$ cat config.mk
export PLATFORM = sky130hd
export DESIGN_NAME = cache_arb_merge_rr
export DESIGN_NICKNAME = d
export VERILOG_FILES = /design/src/rtl/cache_ctrl_pkg.sv /design/src/rtl/cache_rr_arbiter.sv /design/src/rtl/cache_arb_merge_rr.sv
export SDC_FILE = /design/constraint.sdc
export NUM_CORES = 1
export LEC_CHECK = 0
export CAP_MARGIN = 20
export CORE_MARGIN = 1
export CORE_UTILIZATION = 55
export CTS_BUF_LIST = sky130_fd_sc_hd__clkbuf_16
export CTS_CLUSTER_DIAMETER = 40
export DETAILED_ROUTE_END_ITERATION = 16
export HOLD_SLACK_MARGIN = 0.06
export PLACE_DENSITY = 0.95
export SYNTH_ARGS = -nofsm -noshare
export SYNTH_HDL_FRONTEND = slang
export SYNTH_HIERARCHICAL = 1
export SYNTH_SLANG_ARGS = --single-unit
$ cat constraint.sdc
create_clock -name clk -period 5.7 [get_ports clk]
set_clock_uncertainty 0.2 [all_clocks]
set_input_delay 0.855 -clock clk [delete_from_list [all_inputs] [get_ports clk]]
set_output_delay 0.855 -clock clk [all_outputs]
set_load 0.1 [all_outputs]
$ cat src/rtl/cache_ctrl_pkg.sv
// Shared definitions for the cache control path: arbitration modes, width helpers
// and the channel-slice accessor for flattened per-channel buses.
`define CH_SLICE(vec, i, w) vec[(i)*(w) +: (w)]

package cache_ctrl_pkg;

    localparam logic ARB_RR    = 1'b0;
    localparam logic ARB_FIXED = 1'b1;

    function automatic int clog2(input int n);
        int r;
        r = 0;
        while ((1 << r) < n) r++;
        return r;
    endfunction

    // Channel-id width; a single channel still needs one bit.
    function automatic int ch_w(input int n);
        return (clog2(n) < 1) ? 1 : clog2(n);
    endfunction

endpackage

$ cat src/rtl/cache_rr_arbiter.sv
// Combinational N-way arbiter: round-robin search starting at ptr, or fixed
// priority (lowest index) when mode selects it. Emits one-hot grant plus index.
module cache_rr_arbiter
    import cache_ctrl_pkg::*;
#(
    parameter int NUM_CH = 4,
    parameter int CH_W   = ch_w(NUM_CH)
) (
    input  logic [NUM_CH-1:0] req,
    input  logic [CH_W-1:0]   ptr,
    input  logic              mode,
    output logic [NUM_CH-1:0] gnt,
    output logic [CH_W-1:0]   gnt_idx
);

    int              start;
    int              c;
    logic [CH_W-1:0] ci;
    logic            found;

    always_comb begin
        gnt     = '0;
        gnt_idx = '0;
        found   = 1'b0;
        c       = 0;
        ci      = '0;
        start   = (mode == ARB_FIXED) ? 0 : int'(ptr);
        // NUM_CH need not be a power of two, so wrap with an explicit compare.
        for (int k = 0; k < NUM_CH; k++) begin
            c = start + k;
            if (c >= NUM_CH) c = c - NUM_CH;
            ci = CH_W'(c);
            if (!found && req[ci]) begin
                found   = 1'b1;
                gnt[ci] = 1'b1;
                gnt_idx = ci;
            end
        end
    end

endmodule

$ cat src/rtl/cache_arb_merge_rr.sv
// N-channel merge: one hold slot per producer, one registered output slot,
// round-robin or fixed-priority selection, source channel reported with each word.
module cache_arb_merge_rr
    import cache_ctrl_pkg::*;
#(
    parameter int NUM_CH     = 4,
    parameter int DATA_WIDTH = 6,
    parameter int ARB_MODE   = 0
) (
    input  logic                         clk,
    input  logic                         rstn,
    input  logic [NUM_CH-1:0]            i_drive,
    input  logic [NUM_CH*DATA_WIDTH-1:0] i_data,
    output logic [NUM_CH-1:0]            o_free,
    output logic                         o_driveNext,
    output logic [DATA_WIDTH-1:0]        o_data,
    output logic [ch_w(NUM_CH)-1:0]      o_chId,
    input  logic                         i_freeNext
);

    localparam int   CH_W = ch_w(NUM_CH);
    localparam logic MODE = (ARB_MODE == 1) ? ARB_FIXED : ARB_RR;

    logic [NUM_CH-1:0]                 full;
    logic [NUM_CH-1:0]                 accept;
    logic [NUM_CH-1:0]                 gnt;
    logic [NUM_CH-1:0][DATA_WIDTH-1:0] slot_data;
    logic [CH_W-1:0]                   rr_ptr;
    logic [CH_W-1:0]                   gnt_idx;
    logic                              out_ready;
    logic                              do_grant;

    // Ready comes straight from slot state, so no path from i_freeNext to o_free.
    assign o_free    = ~full;
    assign accept    = i_drive & ~full;
    assign out_ready = ~o_driveNext | i_freeNext;
    assign do_grant  = out_ready & (|full);

    cache_rr_arbiter #(
        .NUM_CH (NUM_CH),
        .CH_W   (CH_W)
    ) u_arb (
        .req     (full),
        .ptr     (rr_ptr),
        .mode    (MODE),
        .gnt     (gnt),
        .gnt_idx (gnt_idx)
    );

    always_ff @(posedge clk or negedge rstn) begin
        if (!rstn) begin
            full      <= '0;
            slot_data <= '0;
        end else begin
            full <= (full & ~(gnt & {NUM_CH{do_grant}})) | accept;
            for (int i = 0; i < NUM_CH; i++)
                if (accept[i]) slot_data[i] <= `CH_SLICE(i_data, i, DATA_WIDTH);
        end
    end

    // Drain and reload happen on the same edge, giving back-to-back words.
    always_ff @(posedge clk or negedge rstn) begin
        if (!rstn) begin
            o_driveNext <= 1'b0;
            o_data      <= '0;
            o_chId      <= '0;
            rr_ptr      <= '0;
        end else if (out_ready) begin
            o_driveNext <= do_grant;
            if (do_grant) begin
                o_data <= slot_data[gnt_idx];
                o_chId <= gnt_idx;
                rr_ptr <= (gnt_idx == CH_W'(NUM_CH - 1)) ? '0 : gnt_idx + 1'b1;
            end
        end
    end

endmodule

# == Word level (Yosys, flattened, before mapping) ==
# Index checks and enable logic that the tools add are counted.
# classes
reduce_logical,12
muxes,34
bitwise_logic,12
n_addsub,8
order_cmp,13
n_eq_ne,1
# ops
cell,n
2-bit two-way mux,9
4-bit two-way mux,4
4-bit OR,4
2-bit by 3-bit < comparator with 1-bit output (second input constant),5
4-bit bitwise AND,3
6-bit binary-select mux with 2-bit select,1
1-bit two-way mux,11
3-bit greater-or-equal comparator (second input constant),3
1-bit binary-select mux with 2-bit select,4
1-bit demux with 2-bit select,4
2-bit by 1-bit greater-or-equal comparator with 1-bit output (second input constant),4
4-bit inverter,2
2-bit by 1-bit subtractor with 2-bit output (second input constant),4
1-bit logical AND,7
2-bit by 2-bit adder with 3-bit output (second input constant),2
6-bit two-way mux,1
4-bit OR reduction,1
2-bit by 1-bit adder with 3-bit output (second input constant),1
2-bit by 3-bit greater-or-equal comparator with 1-bit output (second input constant),1
1-bit zero test,3
2-bit by 1-bit adder with 2-bit output (second input constant),1
2-bit == test (second input constant),1
2-bit AND reduction,1
1-bit bitwise AND,1
2 further kinds,2
# totals
inputBits,31
ff_bits,39
wordCells,89

# == Longest topological paths before layout ==
# depth
word_depth,18
ltp_mapped,9
depth_no_buf,8

# == Modules after synthesis ==
# The synthesis kept the hierarchy.
# modules_own_cells
module,cells_each,n_inst,seq_area_each_um2,area_each_um2
cache_arb_merge_rr,110,1,975.9,1696.6
cache_rr_arbiter,81,1,0.0,636.9

# == Worst setup path before layout ==
# OpenSTA, ideal clock, no wires.
# synth_timing
path_kind,reg2reg
from,register rr_ptr[0]
to,register o_data[0]
synth_period_minus_slack_ns,2.740
required_time_ns,5.374
stages_incl_launch_ff,9
setup_ns,0.126
path_slack_ns,2.960
path_buffers,2
t_arrival_ns,2.414
cell_sequence,dfrtp_1 -> buf_6 -> mux2_4 -> a221oi_4 -> a22oi_1 -> nor3_1 -> buf_4 -> mux4_2 -> mux2_4
# synth_between
elab_chain_cells,16
# synth_lines
element,line,source
from (decl),cache_arb_merge_rr.sv:28,logic [CH_W-1:0] rr_ptr;
from (signal assigned),cache_arb_merge_rr.sv:73,rr_ptr <= (gnt_idx == CH_W'(NUM_CH - 1)) ? '0 : gnt_idx + 1'b1;
branches (longest 13 deep; another with 2-bit by 1-bit adder with 3-bit output),n/a,
2-bit two-way mux *,cache_rr_arbiter.sv:33,if (!found && req[ci]) begin
via gnt_idx[0],cache_arb_merge_rr.sv:29,logic [CH_W-1:0] gnt_idx;
6-bit binary-select mux with 2-bit select *,cache_arb_merge_rr.sv:71,o_data <= slot_data[gnt_idx];
6-bit two-way mux (not written as such) *,cache_arb_merge_rr.sv:71,
to (signal assigned),cache_arb_merge_rr.sv:71,
to (decl),cache_arb_merge_rr.sv:16,"output logic [DATA_WIDTH-1:0] o_data,"
# Mark *: on every way through the listed nets, which the timed path passes. The select of a mux whose other input is x is not followed.
# A chain may end at the register's enable or synchronous reset.

# == Final worst setup path ==
# layout_timing
from,register rr_ptr[0]
to,register o_data[4]
# Same word-level chain as after synthesis.

==> run summary <==
======================================================================================
Highest ir drop seen on vdd .............................................   0.000525 V
Die Outline Area ........................................................   4510 sq um
Max Slew Vio Count ......................................................            0
#FFs+latches synth ......................................................           39
Via count of the first global-routing pass ..............................        1,736
Post-CTS setup-driven buffer insertion count ............................            0
Netlist cell types ......................................................           50
Number of standard-cell rows in the floorplan ...........................           23
Critical path data arrival time .........................................      3.63 ns
Antenna Nets Post-Route .................................................            0
Gates resized, CTS repair ...............................................            0
Leakage dissipation .....................................................      1.20 nW
Required time at the worst-slack endpoint ...............................      5.66 ns
Proportion of synthesized flip-flops having asynchronous set or reset ...         100%
Mean cell area of the mapped netlist ....................................   12.2 sq um
Synth warn ..............................................................            6
Launch point of the worst path ..........................................    rr_ptr[0]
Half-perimeter wire length after placement ..............................      3700 um
Peak clock frequency supported by timing ................................    0.273 GHz
Number of input and output port buffers inserted ........................           43
Sinks on the clock net ..................................................           39
Fin Setup TNS ...........................................................         0 ns
I/O pin total ...........................................................           44
Buffer and inverter count on the worst path .............................            0
Antenna Cells ...........................................................            0
Unrepaired setup endpoints after global routing .........................           no
Drt total wl ............................................................      5210 um
Clock slew seen by the registers of the worst setup and hold paths ......      0.06 ns
Initial antenna violation count .........................................            0
Number of cells on the worst reg-to-reg path ............................            7
Outcome ................................................................. complete, no violations
Critical R2R Launch .....................................................    rr_ptr[0]
Timing endpoint of the critical path ....................................    o_data[4]
Global-route wire length before repair ..................................      8490 um
Fraction of final layout cells with drive strength greater than 1 .......        28.3%
Maximum net fanout on the critical path .................................           13
Post-Route Utilization ..................................................        71.1%
Highest cell delay on the worst timing path .............................      0.83 ns
Iteration count of the initial detailed-routing pass ....................            5
Critical Path Slowest Stage Cell ........................................ sky130_fd_sc_hd__a22oi_1
Cell Area, Synth ........................................................   2330 sq um
Finish-stage setup viols ................................................            0
Drt via density .........................................................         6.08
Number of hold violations in the final report ...........................            0
Tot GR Track Use ........................................................        26.1%
CP delay by family, top ................................................. multiplexers
Dominant cell type by area after synthesis .............................. sky130_fd_sc_hd__dfrtp_1
Largest cells by area after synthesis ................................... sky130_fd_sc_hd__dfrtp_1, sky130_fd_sc_hd__mux2_2, sky130_fd_sc_hd__mux4_2
Width of the die ........................................................      67.1 um
Remaining DRCs ..........................................................            0
Placeable core region ...................................................   4030 sq um
Most used flip-flop cell after synthesis ................................ sky130_fd_sc_hd__dfrtp_1
Min-Delay Path Class ....................................................      reg2reg
Count of hold buffers inserted by post-cts repair .......................            0
Weighted congestion reported at the end of routability-driven placement .        0.906
Most used cells in the layout excluding fill and tap cells .............. sky130_fd_sc_hd__clkdlybuf4s50_1, sky130_fd_sc_hd__dfrtp_1, sky130_fd_sc_hd__mux2_2, sky130_fd_sc_hd__inv_1, sky130_fd_sc_hd__nor2_1
Routed wire per std cell ................................................      18.6 um
Initial Utilization .....................................................        57.9%
Endpoint of the most critical register-to-register path .................    o_data[4]
Clock tree root buffer cell ............................................. sky130_fd_sc_hd__clkbuf_16
CTS HTree Levels ........................................................            2
Maximum number of pins on one net before global-route repair ............           40
Levels on crit path .....................................................            7
Hold depth ..............................................................            1
Area share of the largest cell type after synthesis .....................        41.8%
Area growth from synthesis to layout ....................................        22.8%
Clock insertion delay at the later pin of the skew report ...............      0.28 ns
Most common library cell in the layout ignoring fill and taps ........... sky130_fd_sc_hd__clkdlybuf4s50_1
Syn Inst Count ..........................................................          191
Type of destination of the critical path ................................     register
DR iter-0 viols .........................................................          290
Clock buffers created by TritonCTS ......................................            5
Vertical die dimension ..................................................      67.1 um
Final clock period utilization by the worst path ........................        64.4%
Power per cell area .....................................................  692 nW/um^2
Sum of internal, switching and leakage power ............................      1.98 mW
Vias after detailed routing .............................................        1,702
Maximum Capacitance Violations ..........................................            0
Least-Margin Pin Slew ...................................................      1.03 ns
Congestion Overflow GR ..................................................            0
Sequential share of the synthesized area ................................        41.8%
Number of synthesized flops with an enable pin ..........................            0
Worst slew slack as a fraction of its limit .............................        31.2%
Cells along the critical path ........................................... nor2b_1 > mux2i_1 > mux2i_2 > o21ai_0 > a22oi_1 > mux4_2 > mux2_4
Critical path startpoint category .......................................     register
Layout Nets .............................................................          261
Final critical delay including setup and external delays ................      3.67 ns
Buffer depth of the longest clock path ..................................            2
Worst Setup Path Type ...................................................      reg2reg
CTS tree ................................................................        built
Reg2reg setup slack .....................................................      2.03 ns
======================================================================================
[cell families (layout without fill, tap and decap cells)]
logic type | count (synthesis) | after routing | synth area share, %
other | 1 | 4 | 0.161
adder cells (fa/ha/maj) | 1 | 1 | 0.536
flip-flops | 39 | 39 | 41.8
AO/OA/AOI/OAI | 35 | 35 | 12.0
buffers and inverters | 25 | 61 | 7.56
AND/OR/NAND/NOR | 43 | 43 | 11.4
multiplexers | 47 | 47 | 26.5
[routing by layer]
layer	vias to the layer above	global-route usage [%]	wire, um
li1	763	-	-
met1	856	33.7	2130
met2	74	43.3	2720
met3	9	5.57	285
met4	0	9.57	71
met5	-	0	0
[power by group]
group | switching, mW | total [mW] | internal, mW
clock | 0.109 | 0.315 | 0.206
combinational | 0.616 | 1.09 | 0.473
sequential | 0.164 | 0.579 | 0.414
[final cells by class]
type | instances | area [sq um]
Clock inverter | 3 | 43.8
Sequential cell | 39 | 976
Tap cell | 50 | 62.6
Inverter | 9 | 33.8
Fill cell | 285 | 1160
Multi-Input combinational cell | 130 | 1190
Timing Repair Buffer | 44 | 433
Clock buffer | 5 | 125
[Yosys cell counts (3+ instances only)]
master                     count
sky130_fd_sc_hd__dfrtp_1      39
sky130_fd_sc_hd__mux2_2       28
sky130_fd_sc_hd__inv_1         9
sky130_fd_sc_hd__nor2_1        9
sky130_fd_sc_hd__mux2_4        7
sky130_fd_sc_hd__nand2_1       7
sky130_fd_sc_hd__nor2b_1       7
sky130_fd_sc_hd__mux4_2        6
sky130_fd_sc_hd__a31oi_1       5
sky130_fd_sc_hd__buf_6         5
sky130_fd_sc_hd__mux2i_1       5
sky130_fd_sc_hd__nand2b_1      5
sky130_fd_sc_hd__o21ai_0       5
sky130_fd_sc_hd__a21oi_1       4
sky130_fd_sc_hd__clkbuf_1      4
sky130_fd_sc_hd__clkbuf_8      4
sky130_fd_sc_hd__a22oi_1       3
[how the worst min path moves through the flow]
stage                              from             to
after floorplan           slot_data[12]  slot_data[12]
after global placement    slot_data[12]  slot_data[12]
after detailed placement  slot_data[12]  slot_data[12]
after global routing      slot_data[17]  slot_data[17]
final                     slot_data[17]  slot_data[17]
after CTS                 slot_data[17]  slot_data[17]
[through the flow]
stage,worst slack (ns),hold WS (ns),instances,instance area [sq um]
global route,1.81,0.308,280,2870
floorplan,2.96,0.275,194,2340
finish,2.03,0.301,280,2870
CTS,2.12,0.304,280,2870
global placement,2.38,0.285,272,2700
detailed placement,2.18,0.296,272,2700
[registers in the layout, indices dropped and copies added, names as in the netlist]
register     cells
full             4
o_chId           2
o_data           6
o_driveNext      1
rr_ptr           2
slot_data       24
(Power assumes the default switching activity.)
